[config.mk]
export PLATFORM = sky130hd
export DESIGN_NAME = morse_keyer
export DESIGN_NICKNAME = d
export VERILOG_FILES = /design/src/rtl/morse_pkg.sv /design/src/rtl/morse_rom.sv /design/src/rtl/morse_keyer.sv
export SDC_FILE = /design/constraint.sdc
export NUM_CORES = 1
export LEC_CHECK = 0
export ABC_AREA = 1
export BUFFER_PORTS_ARGS = -buffer_cell sky130_fd_sc_hd__buf_2
export CAP_MARGIN = 10
export CORE_UTILIZATION = 55
export DETAILED_ROUTE_END_ITERATION = 6
export GPL_ROUTABILITY_DRIVEN = 1
export PLACE_DENSITY_LB_ADDON = 0.1
export SYNTH_ARGS = -nofsm -noshare
export SYNTH_HDL_FRONTEND = slang
export SYNTH_HIERARCHICAL = 1
export SYNTH_SLANG_ARGS = --single-unit
[constraint.sdc]
create_clock -name CLK -period 4.84 [get_ports CLK]
set_clock_uncertainty 0.2 [all_clocks]
set_input_delay 0.726 -clock CLK [delete_from_list [all_inputs] [get_ports CLK]]
set_output_delay 0.726 -clock CLK [all_outputs]
set_load 0.03 [all_outputs]
[src/rtl/morse_pkg.sv]
// Shared types, timing constants and the A-Z Morse pattern table for the keyer.
package morse_pkg;

  typedef enum logic [2:0] {
    IDLE,
    MARK,
    SPACE,
    GAP,
    WORD
  } state_t;

  localparam int unsigned DOT_UNITS        = 1;
  localparam int unsigned DASH_UNITS       = 3;
  localparam int unsigned ELEM_GAP_UNITS   = 1;
  localparam int unsigned LETTER_GAP_UNITS = 3;
  localparam int unsigned WORD_UNITS       = 4;
  localparam int unsigned SPACE_CODE       = 26;

  localparam int unsigned IDX_W   = 5;
  localparam int unsigned LEN_W   = 3;
  localparam int unsigned PAT_W   = 4;
  localparam int unsigned UNITS_W = 2;
  localparam int unsigned LETTERS = 26;

  // Entry = {len, pat}; pat is read MSB-first, 1 = dash, unused low bits are 0.
  localparam logic [LEN_W+PAT_W-1:0] MORSE_TABLE [LETTERS] = '{
    {3'd2, 4'b0100}, // A .-
    {3'd4, 4'b1000}, // B -...
    {3'd4, 4'b1010}, // C -.-.
    {3'd3, 4'b1000}, // D -..
    {3'd1, 4'b0000}, // E .
    {3'd4, 4'b0010}, // F ..-.
    {3'd3, 4'b1100}, // G --.
    {3'd4, 4'b0000}, // H ....
    {3'd2, 4'b0000}, // I ..
    {3'd4, 4'b0111}, // J .---
    {3'd3, 4'b1010}, // K -.-
    {3'd4, 4'b0100}, // L .-..
    {3'd2, 4'b1100}, // M --
    {3'd2, 4'b1000}, // N -.
    {3'd3, 4'b1110}, // O ---
    {3'd4, 4'b0110}, // P .--.
    {3'd4, 4'b1101}, // Q --.-
    {3'd3, 4'b0100}, // R .-.
    {3'd3, 4'b0000}, // S ...
    {3'd1, 4'b1000}, // T -
    {3'd3, 4'b0010}, // U ..-
    {3'd4, 4'b0001}, // V ...-
    {3'd3, 4'b0110}, // W .--
    {3'd4, 4'b1001}, // X -..-
    {3'd4, 4'b1011}, // Y -.--
    {3'd4, 4'b1100}  // Z --..
  };

endpackage

[src/rtl/morse_rom.sv]
// Letter index to Morse pattern lookup; indices at or above SPACE_CODE are word spaces.
module morse_rom
  import morse_pkg::*;
(
  input  logic [IDX_W-1:0] letra,
  output logic [LEN_W-1:0] len,
  output logic [PAT_W-1:0] pat,
  output logic             is_space
);

  always_comb begin
    len      = '0;
    pat      = '0;
    is_space = 1'b0;
    if (letra >= IDX_W'(SPACE_CODE)) begin
      is_space = 1'b1;
    end else begin
      {len, pat} = MORSE_TABLE[letra];
    end
  end

endmodule

[src/rtl/morse_keyer.sv]
// Converts one accepted letter index into Morse on/off keying with unit-accurate timing.
module morse_keyer
  import morse_pkg::*;
#(
  parameter int unsigned UNIT_CYCLES = 12_500_000
) (
  input  logic             CLK,
  input  logic             RST,
  input  logic [IDX_W-1:0] letra,
  input  logic             valid,
  output logic             ready,
  output logic             key,
  output logic             busy,
  output logic             done
);

  localparam int unsigned TIMER_W = (UNIT_CYCLES > 1) ? $clog2(UNIT_CYCLES) : 1;
  localparam logic [TIMER_W-1:0] RELOAD = TIMER_W'(UNIT_CYCLES - 1);

  localparam logic [UNITS_W-1:0] DOT_LOAD   = UNITS_W'(DOT_UNITS - 1);
  localparam logic [UNITS_W-1:0] DASH_LOAD  = UNITS_W'(DASH_UNITS - 1);
  localparam logic [UNITS_W-1:0] EGAP_LOAD  = UNITS_W'(ELEM_GAP_UNITS - 1);
  localparam logic [UNITS_W-1:0] LGAP_LOAD  = UNITS_W'(LETTER_GAP_UNITS - 1);
  localparam logic [UNITS_W-1:0] WORD_LOAD  = UNITS_W'(WORD_UNITS - 1);

  state_t               state, state_n;
  logic [TIMER_W-1:0]   timer, timer_n;
  logic [UNITS_W-1:0]   units, units_n;
  logic [PAT_W-1:0]     pat_q, pat_n;
  logic [LEN_W-1:0]     elems, elems_n;
  logic                 key_n, busy_n, done_n, ready_n;

  logic [LEN_W-1:0]     rom_len;
  logic [PAT_W-1:0]     rom_pat;
  logic                 rom_space;
  logic                 unit_end, phase_end;

  morse_rom u_rom (
    .letra    (letra),
    .len      (rom_len),
    .pat      (rom_pat),
    .is_space (rom_space)
  );

  assign unit_end  = (timer == '0);
  assign phase_end = unit_end && (units == '0);

  // Next-state, datapath and registered-output decode.
  always_comb begin
    state_n = state;
    timer_n = timer;
    units_n = units;
    pat_n   = pat_q;
    elems_n = elems;

    if (state != IDLE) begin
      if (unit_end) begin
        timer_n = RELOAD;
        if (units != '0) units_n = units - UNITS_W'(1);
      end else begin
        timer_n = timer - TIMER_W'(1);
      end
    end

    unique case (state)
      IDLE: begin
        if (valid && ready) begin
          timer_n = RELOAD;
          pat_n   = rom_pat;
          elems_n = rom_len;
          if (rom_space) begin
            state_n = WORD;
            units_n = WORD_LOAD;
          end else begin
            state_n = MARK;
            units_n = rom_pat[PAT_W-1] ? DASH_LOAD : DOT_LOAD;
          end
        end
      end
      MARK: begin
        if (phase_end) begin
          if (elems > LEN_W'(1)) begin
            state_n = SPACE;
            units_n = EGAP_LOAD;
          end else begin
            state_n = GAP;
            units_n = LGAP_LOAD;
          end
        end
      end
      SPACE: begin
        // Next element's length comes from the bit about to shift into the MSB.
        if (phase_end) begin
          state_n = MARK;
          pat_n   = {pat_q[PAT_W-2:0], 1'b0};
          elems_n = elems - LEN_W'(1);
          units_n = pat_q[PAT_W-2] ? DASH_LOAD : DOT_LOAD;
        end
      end
      GAP, WORD: begin
        if (phase_end) state_n = IDLE;
      end
      default: state_n = IDLE;
    endcase

    key_n   = (state_n == MARK);
    busy_n  = (state_n != IDLE);
    ready_n = (state_n == IDLE);
    done_n  = (state != IDLE) && (state_n == IDLE);
  end

  always_ff @(posedge CLK) begin
    if (RST) begin
      state <= IDLE;
      timer <= '0;
      units <= '0;
      pat_q <= '0;
      elems <= '0;
      key   <= 1'b0;
      busy  <= 1'b0;
      done  <= 1'b0;
      ready <= 1'b1;
    end else begin
      state <= state_n;
      timer <= timer_n;
      units <= units_n;
      pat_q <= pat_n;
      elems <= elems_n;
      key   <= key_n;
      busy  <= busy_n;
      done  <= done_n;
      ready <= ready_n;
    end
  end

endmodule

## After elaboration in Yosys (flattened, before gate mapping)

Memories as Yosys holds them, arrays and structs flattened.
Index checks and enable logic that the tools add are counted.
W data, S select, Z words.

| word-level totals | value |
|---|---|
| flip-flop bits (word level) | 39 |
| output and inout port bits | 4 |
| memory bits (read-only) | 224 |
| memories kept | 1 |

Memories:

| name | depth | bits a word | rd ports | clocked after Yosys merged registers in | wr ports | RTL line | source |
|---|---|---|---|---|---|---|---|
| (name not given) | 32 | 7 | 1 | 0 | 0 | morse_rom.sv:18 | `{len, pat} = MORSE_TABLE[letra];` |

| operators by class | value |
|---|---|
| $add $sub $neg | 3 |
| order comparisons | 3 |
| reduce and logical (&&, ||, !) cells | 13 |
| bitwise gates (word level) | 1 |
| multiplexer cells | 33 |
| equal/unequal tests | 7 |

Operators by type and width:

| operator | count |
|---|---|
| $mux W24 | 4 |
| $mux W3 | 10 |
| $logic_not A24 Y1 | 1 |
| $sub A24 B1 Y24 const B | 1 |
| $mux W2 | 10 |
| $mux W7 | 2 |
| $pmux W3 S2 | 2 |
| $pmux W3 S4 | 1 |
| $eq A3 B1 Y1 const B | 2 |
| $eq A3 B2 Y1 const B | 2 |
| $ge A6 B6 Y1 const B | 1 |
| $logic_not A3 Y1 | 2 |
| $not A5 Y6 | 1 |
| $pmux W2 S3 | 1 |
| $reduce_bool A3 Y1 | 2 |
| $ge A5 B5 Y1 const B | 1 |
| $mux W4 | 1 |
| $ne A2 B2 Y1 const B | 2 |
| $reduce_bool A2 Y1 | 2 |
| $eq A3 B3 Y1 const B | 1 |
| $gt A3 B1 Y1 const B | 1 |
| $logic_and A1 B1 Y1 | 3 |
| $reduce_and A3 Y1 | 1 |
| $sub A3 B1 Y3 const B | 1 |
| 4 further kinds | 5 |

## Logic depth before layout (Yosys ltp)

Gate-level depths: netlist of run 1.

| logic depth | value |
|---|---|
| depth in word-level cells | 9 |
| gate-level depth with buffers | 13 |

## By module

The synthesis of run 1 kept the hierarchy.

Modules (own cells, without submodules):

| module | instances | area each (um2) | cells an instance | sequential area each (um2) |
|---|---|---|---|---|
| morse_keyer | 1 | 2,250.9 | 328 | 780.7 |
| morse_rom | 1 | 467.9 | 86 | 0.0 |

## Worst setup path after synthesis of run 1

OpenSTA, ideal clock, no wires.

| path | value |
|---|---|
| path kind | input -> register |
| start | in letra[0] |
| end | reg done |
| stages | 12 |
| slack | 2.817 ns |
| arrival time | 1.761 ns |
| cells stage by stage | inv_1 ha_1 inv_1 nand2_2 nand2_4 inv_1 nor2_1 inv_1 nand2_1 nor2_2 nand2_1 nor2_2 |

| on the way | value |
|---|---|
| word-level cells in the longest chain between the ends | 7 |

RTL lines:

| item | RTL line | source |
|---|---|---|
| start: declaration | morse_keyer.sv:9 | `input logic [IDX_W-1:0] letra,` |
| $ge A5 B5 Y1 | morse_rom.sv:15 | `if (letra >= IDX_W'(SPACE_CODE)) begin` |
| $mux W1 | morse_rom.sv:15 |  |
| via rom_space | morse_keyer.sv:35 | `logic rom_space;` |
| $mux W3 | morse_keyer.sv:71 | `if (rom_space) begin` |
| $mux W3 | morse_keyer.sv:67 | `if (valid && ready) begin` |
| $pmux W3 S4 | morse_keyer.sv:65 | `unique case (state)` |
| $logic_not A3 Y1 | morse_keyer.sv:109 | `done_n = (state != IDLE) && (state_n == IDLE);` |
| $logic_and A1 B1 Y1 | morse_keyer.sv:109 |  |
| end signal: assignment | morse_keyer.sv:131 | `done <= done_n;` |
| end: declaration | morse_keyer.sv:14 | `output logic done` |

The timed path passes the listed nets, and every way through them passes these cells.
A chain may end at the register's enable or synchronous reset.

## Worst setup path in the final report of run 1

| path | value |
|---|---|
| start | in letra[0] |
| end | reg ready |

| on the way | value |
|---|---|
| word-level cells in the longest chain between the ends | 6 |

RTL lines:

| item | RTL line | source |
|---|---|---|
| $ge A5 B5 Y1 | morse_rom.sv:15 |  |
| $mux W1 | morse_rom.sv:15 |  |
| via rom_space | morse_keyer.sv:35 |  |
| $mux W3 | morse_keyer.sv:71 |  |
| $mux W3 | morse_keyer.sv:67 |  |
| $pmux W3 S4 | morse_keyer.sv:65 |  |
| $logic_not A3 Y1 | morse_keyer.sv:108 | `ready_n = (state_n == IDLE);` |
| end signal: assignment | morse_keyer.sv:132 | `ready <= ready_n;` |
| end: declaration | morse_keyer.sv:11 | `output logic ready,` |

The timed path passes the listed nets, and every way through them passes these cells.

==> metrics.csv, run 1 <==
stage,metric,value,unit
outcome,status,"complete, no violations",
cells_and_area,area of the multi-input gates,0.00168,mm²
floorplanning,Die Width,72.3,µm
clock_network,Resize count post-CTS,0,
place,Routability Congestion,0.882,
worst_setup_path,CP cell instances,buf_2 -> inv_1 -> ha_1 -> inv_1 -> nand2_2 -> nand2_4 -> inv_1 -> nor2_1 -> inv_1 -> nand2_1 -> nor2_2 -> nand2_1 -> nand2_1,
cells_and_area,"most common cell after layout, fill and taps aside",nand2_1,
power,maximum vdd drop,0.239,mV
place,Detailed Place HPWL,4510,µm
clock_network,Clock Latency Late Sink,300,ps
synth,distinct cell type count after synthesis,33,
timing,Finish-stage setup viols,0,
clock_network,postcts setup bufs,0,
route,DRC violations left,0,
clock_network,maximum root-to-sink buffer count,2,
power,Reg power frac,39.9,%
worst_setup_path,CP Capture Type,flop,
route,drt first pass iters,4,
global_routing,grt total ovfl,0,
worst_setup_path,Worst EP required,4870,ps
global_routing,largest net degree at the start of global routing,22,
worst_setup_path,reg2reg setup slack,2830,ps
cells_and_area,"leading cell types in the layout, fill and taps excluded","86 x nand2_1, 64 x nor2_1, 50 x inv_1",
power,Clock power frac,28.5,%
route,vias,2536,
hold_path,Hold Path Sink,pat_q[0],
timing,period utilization,43.3,%
timing,final hold vios,0,
place,# port buffers,11,
clock_network,Root Buffer,clkbuf_8,
worst_setup_path,worst r2r src,timer[0],
worst_setup_path,Critical Path AT,2130,ps
cells_and_area,Ant. Diodes,0,
worst_setup_path,Worst setup startpoint,letra[0],
synth,register area share after synthesis,28.7,%
route,Via-to-Cell Ratio,5.14,
clock_network,CTS Hold Bufs,0,
worst_setup_path,"CP delay by family, top",simple AND/OR/NAND/NOR gates,
power,sw frac,37.2,%
cells_and_area,# fillers,472,
worst_setup_path,Worst Path Buf+Inv,5,
floorplanning,die area,0.00523,mm²
synth,syn nets,433,
timing,Fmax,477,MHz
cells_and_area,layout cells sized above 1,15.7,%
cells_and_area,Final #Nets,444,
floorplanning,Boundary Pins,12,
power,PD cells,334,mW/mm²
route,drt first-iter violations,148,
timing,RSZ-0062 raised after global routing,false,
synth,top cell type's share of synthesized area,28.7,%
synth,largest area contributor in the netlist,dfxtp_1,
worst_setup_path,"most used cell, CP",inv_1,
floorplanning,Cell Rows,25,
hold_path,WHS Path Cells,2,
route,WL final,5880,µm
worst_setup_path,"Largest stage delay, worst path",230,ps
route,Avg WL per Cell,11.9,µm
worst_setup_path,CP Class,primary input to flop,
flow_run,Max-Cap Viols,0,
synth,post-synthesis register bit count,39,
worst_setup_path,Setup crit start kind,primary input,
global_routing,initial antenna violation count,0,
synth,largest cells by area after synthesis,"dfxtp_1 29%, nand2_1 12%, nor2_1 8.8%",
clock_network,CTS H-Tree Depth,2,
timing,Worst Max-Slew Pin Slew,516,ps
timing,max-slew headroom at the worst pin,65.4,%
cells_and_area,flip-flop and latch area,781,µm²
global_routing,vias in the first global route,2287,
synth,Synth Area per Inst,6.57,µm²
route,Antenna Nets Post-Route,0,
floorplanning,initial core utilization,57.2,%
hold_path,hold path start,pat_q[0],
floorplanning,die height,72.3,µm
hold_path,Hold Path Class,flop to flop,
timing,final hold slack,267,ps
power,Leak,1.44,nW
global_routing,first-pass GRT wire length,10100,µm
synth,Yosys warnings,6,
timing,TNS Setup,0,ps
synth,Cells after Synth,414,
clock_network,CTS tree,done,
timing,post-layout min period,2090,ps
worst_setup_path,R2R depth,11,
timing,Max Slew Vio Count,0,
power,Internal Pwr Total,0.612,mW
cells_and_area,Layout area overhead,7.46,%
worst_setup_path,R2R Path End,timer[16],
power,Gate power share,31.6,%
worst_setup_path,CP max-delay cell,ha_1,
worst_setup_path,worst-path fanout max,8,
clock_network,number of buffers created by CTS,5,
power,Switching Power,0.363,mW
synth,Post-Syn Area,0.00272,mm²
floorplanning,area of the core,0.00475,mm²
clock_network,Clock Sink Count,39,
global_routing,Tot GR Track Use,24.6,%
clock_network,"Reg clk slew, reported paths",80,ps
==> worst max-delay path by stage <==
stage	end	slack, ps	cells past startpoint
2_1_floorplan	done	2820	12
3_3_place_gp	elems[1]	2500	12
3_5_place_dp	done	2470	13
4_1_cts	ready	2770	13
5_1_grt	ready	2590	13
6_report	ready	2750	13
==> flip-flops by register name, summed over array words and instances, names as in the netlist <==
register,count
busy,1
ready,1
units,2
done,1
state,3
pat_q,3
timer,24
key,1
elems,3
==> cell families after synthesis <==
logic type / Yosys count / share of synthesized area [%]
and+or+nand+nor: 238 / 42.8
DFF: 39 / 28.7
buffers and inverters: 63 / 9.53
xor gates and xnor gates: 10 / 3.22
adders and majority gates: 11 / 5.06
AOI/OAI and AO/OA: 53 / 10.6
==> per-layer routing <==
metal  vias up  GRT usage [%]  part of all wire, %
li1       1337              -                    -
met1      1131           35.2                   50
met2        60           36.7                   43
met3         8           4.72                  4.8
met4         0           8.93                  1.6
met5         -              0                    0
==> worst min-delay path: cells and delay by family, from the launching register on <==
| kind | cells | cell delay [ps] |
|---|---|---|
| AOI/OAI and AO/OA | 1 | 50 |
| DFF | 1 | 320 |
| and+or+nand+nor | 1 | 60 |
==> cell type report <==
cell class	count	area share, %
tap	67	2.87
inverter	56	7.19
clock buffer	5	2.36
sequential	39	26.7
multi-input combinational	312	57.5
clock inverter	3	1.50
timing repair buffer	11	1.88
==> power groups by stage <==
stage                     combinational, mW  clock, mW  sequential, mW
after floorplan                       0.246          0           0.396
after global placement                0.304          0           0.395
after detailed placement              0.305          0           0.396
after CTS                             0.307      0.283           0.389
after global routing                  0.352      0.294           0.393
final                                 0.308      0.278           0.389
==> Yosys cell counts <==
master,count
inv_2,6
nor2_8,2
nor4_1,1
nor2_2,11
xor2_1,5
o31ai_1,1
a21oi_1,23
and2_1,1
nand4_1,7
nand2_4,5
nand3b_1,4
nor3_2,2
a21oi_2,1
inv_1,50
clkbuf_1,3
nor2_1,64
buf_4,2
buf_6,2
o21ai_0,19
a31oi_1,5
nor2_4,6
nand2_1,86
nor3_1,7
xnor2_1,5
o21bai_1,1
o21ai_2,1
dfxtp_1,39
ha_1,11
o211ai_1,1
a211oi_1,1
or2_2,1
nand2_2,13
nand3_1,28
==> through the flow <==
stage                     cell area, µm²  setup slack, ps  utilization (%)  std cells  total power [mW]
after floorplan                     2720             2820                -        414             0.642
after global placement              2810             2500             59.1        485             0.699
after detailed placement            2810             2470             59.1        485             0.701
after CTS                           2920             2770             61.4        493             0.979
after global routing                2920             2590             61.4        493              1.04
final                               2920             2750             61.4        493             0.975
Note: power is estimated with default switching activity, not from simulation.
==> inputs of run 2 (changes only) <==
- clock period: 4.84 -> 2.2 ns (I/O delays scaled with it)
==> run 2 against run 1 <==
  * Setup slack got worse by 2400 ps
  * Worst hold slack lost 49 ps
  * Critical endpoint is now pat_q[0]
  * First-iteration DRC count decreased by 0.68%
  * Combinational power up 120%
  * Register-to-register slack got worse by 2500 ps
  * Clock-buffer cell count is 1 higher
  * Non-clock buffer count rose by 4
==> metrics.csv, run 2 (synthesis results as in run 1) <==
stage,metric,value,unit
clock_network,Clock Sink Count,39,
global_routing,initial antenna violation count,0,
global_routing,vias in the first global route,2256,
timing,Fmax,537,MHz
cells_and_area,Largest Register,timer,
worst_setup_path,CP cell instances,nor2_1 -> nand2_2 -> buf_4 -> nor2_4 -> a31oi_1 -> nand2_1 -> a21oi_1,
route,vias,2515,
cells_and_area,Final #Nets,448,
route,WL final,5920,µm
route,DRC violations left,0,
global_routing,grt total ovfl,0,
timing,TNS Setup,0,ps
timing,post-layout min period,1860,ps
clock_network,Root Buffer,clkbuf_8,
flow_run,Max-Cap Viols,0,
cells_and_area,"most common cell after layout, fill and taps aside",nand2_1,
floorplanning,Die Width,72.3,µm
global_routing,Tot GR Track Use,24.9,%
floorplanning,area of the core,0.00475,mm²
worst_setup_path,"CP delay by family, top",compound AO/OA/AOI/OAI gates,
timing,max-slew headroom at the worst pin,62.9,%
clock_network,CTS tree,done,
route,drt first-iter violations,147,
cells_and_area,layout cells sized above 1,16.3,%
timing,final hold slack,218,ps
clock_network,Resize count post-CTS,0,
outcome,status,"complete, no violations",
hold_path,Hold Path Class,primary input to flop,
timing,Worst Max-Slew Pin Slew,555,ps
worst_setup_path,CP max-delay cell,a31oi_1,
cells_and_area,"leading cell types in the layout, fill and taps excluded","86 x nand2_1, 64 x nor2_1, 50 x inv_1",
cells_and_area,Finished Layout Cells,497,
worst_setup_path,Critical Path AT,1900,ps
floorplanning,die height,72.3,µm
cells_and_area,Layout area overhead,7.55,%
timing,period utilization,84.6,%
place,# port buffers,11,
power,maximum vdd drop,0.309,mV
timing,final hold vios,0,
route,drt first pass iters,5,
clock_network,Clock Latency Late Sink,300,ps
floorplanning,die area,0.00523,mm²
clock_network,postcts setup bufs,0,
clock_network,CTS H-Tree Depth,2,
power,PD cells,697,mW/mm²
global_routing,largest net degree at the start of global routing,21,
worst_setup_path,worst-path fanout max,6,
route,Via-to-Cell Ratio,5.06,
floorplanning,Boundary Pins,12,
timing,Finish-stage setup viols,0,
timing,RSZ-0062 raised after global routing,false,
route,Antenna Nets Post-Route,0,
worst_setup_path,Setup crit start kind,flop,
power,Pwr Total,2.04,mW
worst_setup_path,Worst EP required,2240,ps
clock_network,"Reg clk slew, reported paths",80,ps
clock_network,maximum root-to-sink buffer count,2,
worst_setup_path,"Largest stage delay, worst path",440,ps
clock_network,number of buffers created by CTS,5,
route,Avg WL per Cell,11.9,µm
place,Routability Congestion,0.903,
cells_and_area,Largest register FFs,24,
floorplanning,initial core utilization,57.2,%
power,Leak,1.44,nW
floorplanning,Cell Rows,25,
clock_network,CTS Hold Bufs,0,
cells_and_area,Ant. Diodes,0,
worst_setup_path,CP Capture Type,flop,
place,Detailed Place HPWL,4590,µm
place,Placed Instances,489,
global_routing,first-pass GRT wire length,10300,µm
worst_setup_path,Worst Path Buf+Inv,1,
timing,Max Slew Vio Count,0,
worst_setup_path,CP Class,flop to flop,
[run 2: cell count changes in the layout (fill, tap and decap cells not counted)]
cell / change
clkbuf_1: +1
clkinvlp_4: +1
bufinv_16: -1
clkinv_4: -1
buf_4: +4
[run 2: routing by layer]
metal,vias up,routed length [µm],track usage [%]
li1,1337,-,-
met1,1123,3130,36.6
met2,48,2450,37.9
met3,7,272,3.75
met4,0,68,6.54
met5,-,0,0
[run 2: worst paths after layout]
path / startpoint / endpoint / slack (ps) / cells after the start
max reg2reg: state[1] / pat_q[0] / 340 / 7
min reg2reg: pat_q[0] / pat_q[0] / 270 / 2
min: RST / ready / 220 / 3
max: state[1] / pat_q[0] / 340 / 7
[run 2: cell type report]
cell class                 instances  area [µm²]
inverter                          56         210
multi-input combinational        312        1680
clock inverter                     2        12.5
fill                             488        1830
timing repair buffer              15        85.1
tap                               67        83.8
clock buffer                       6        72.6
sequential                        39         781
[run 2: metrics by stage]
| step | utilization [%] | instance area [µm²] | setup slack, ps |
|---|---|---|---|
| 2_1_floorplan | - | 2720 | 457 |
| 3_3_place_gp | 59.7 | 2840 | 279 |
| 3_5_place_dp | 59.7 | 2840 | 206 |
| 4_1_cts | 61.5 | 2920 | 332 |
| 5_1_grt | 61.5 | 2920 | 177 |
| 6_report | 61.5 | 2920 | 339 |
[run 2: tightest hold or removal path, stage by stage]
cell and delay (ps):
buf_2 90, inv_1 160, nand2_1 110
[run 2: power by group]
part	leakage (nW)	total, mW	switching, mW	internal (mW)
combinational	1.08	0.689	0.455	0.234
sequential	0.321	0.855	0.0707	0.785
clock	0.0412	0.494	0.272	0.222
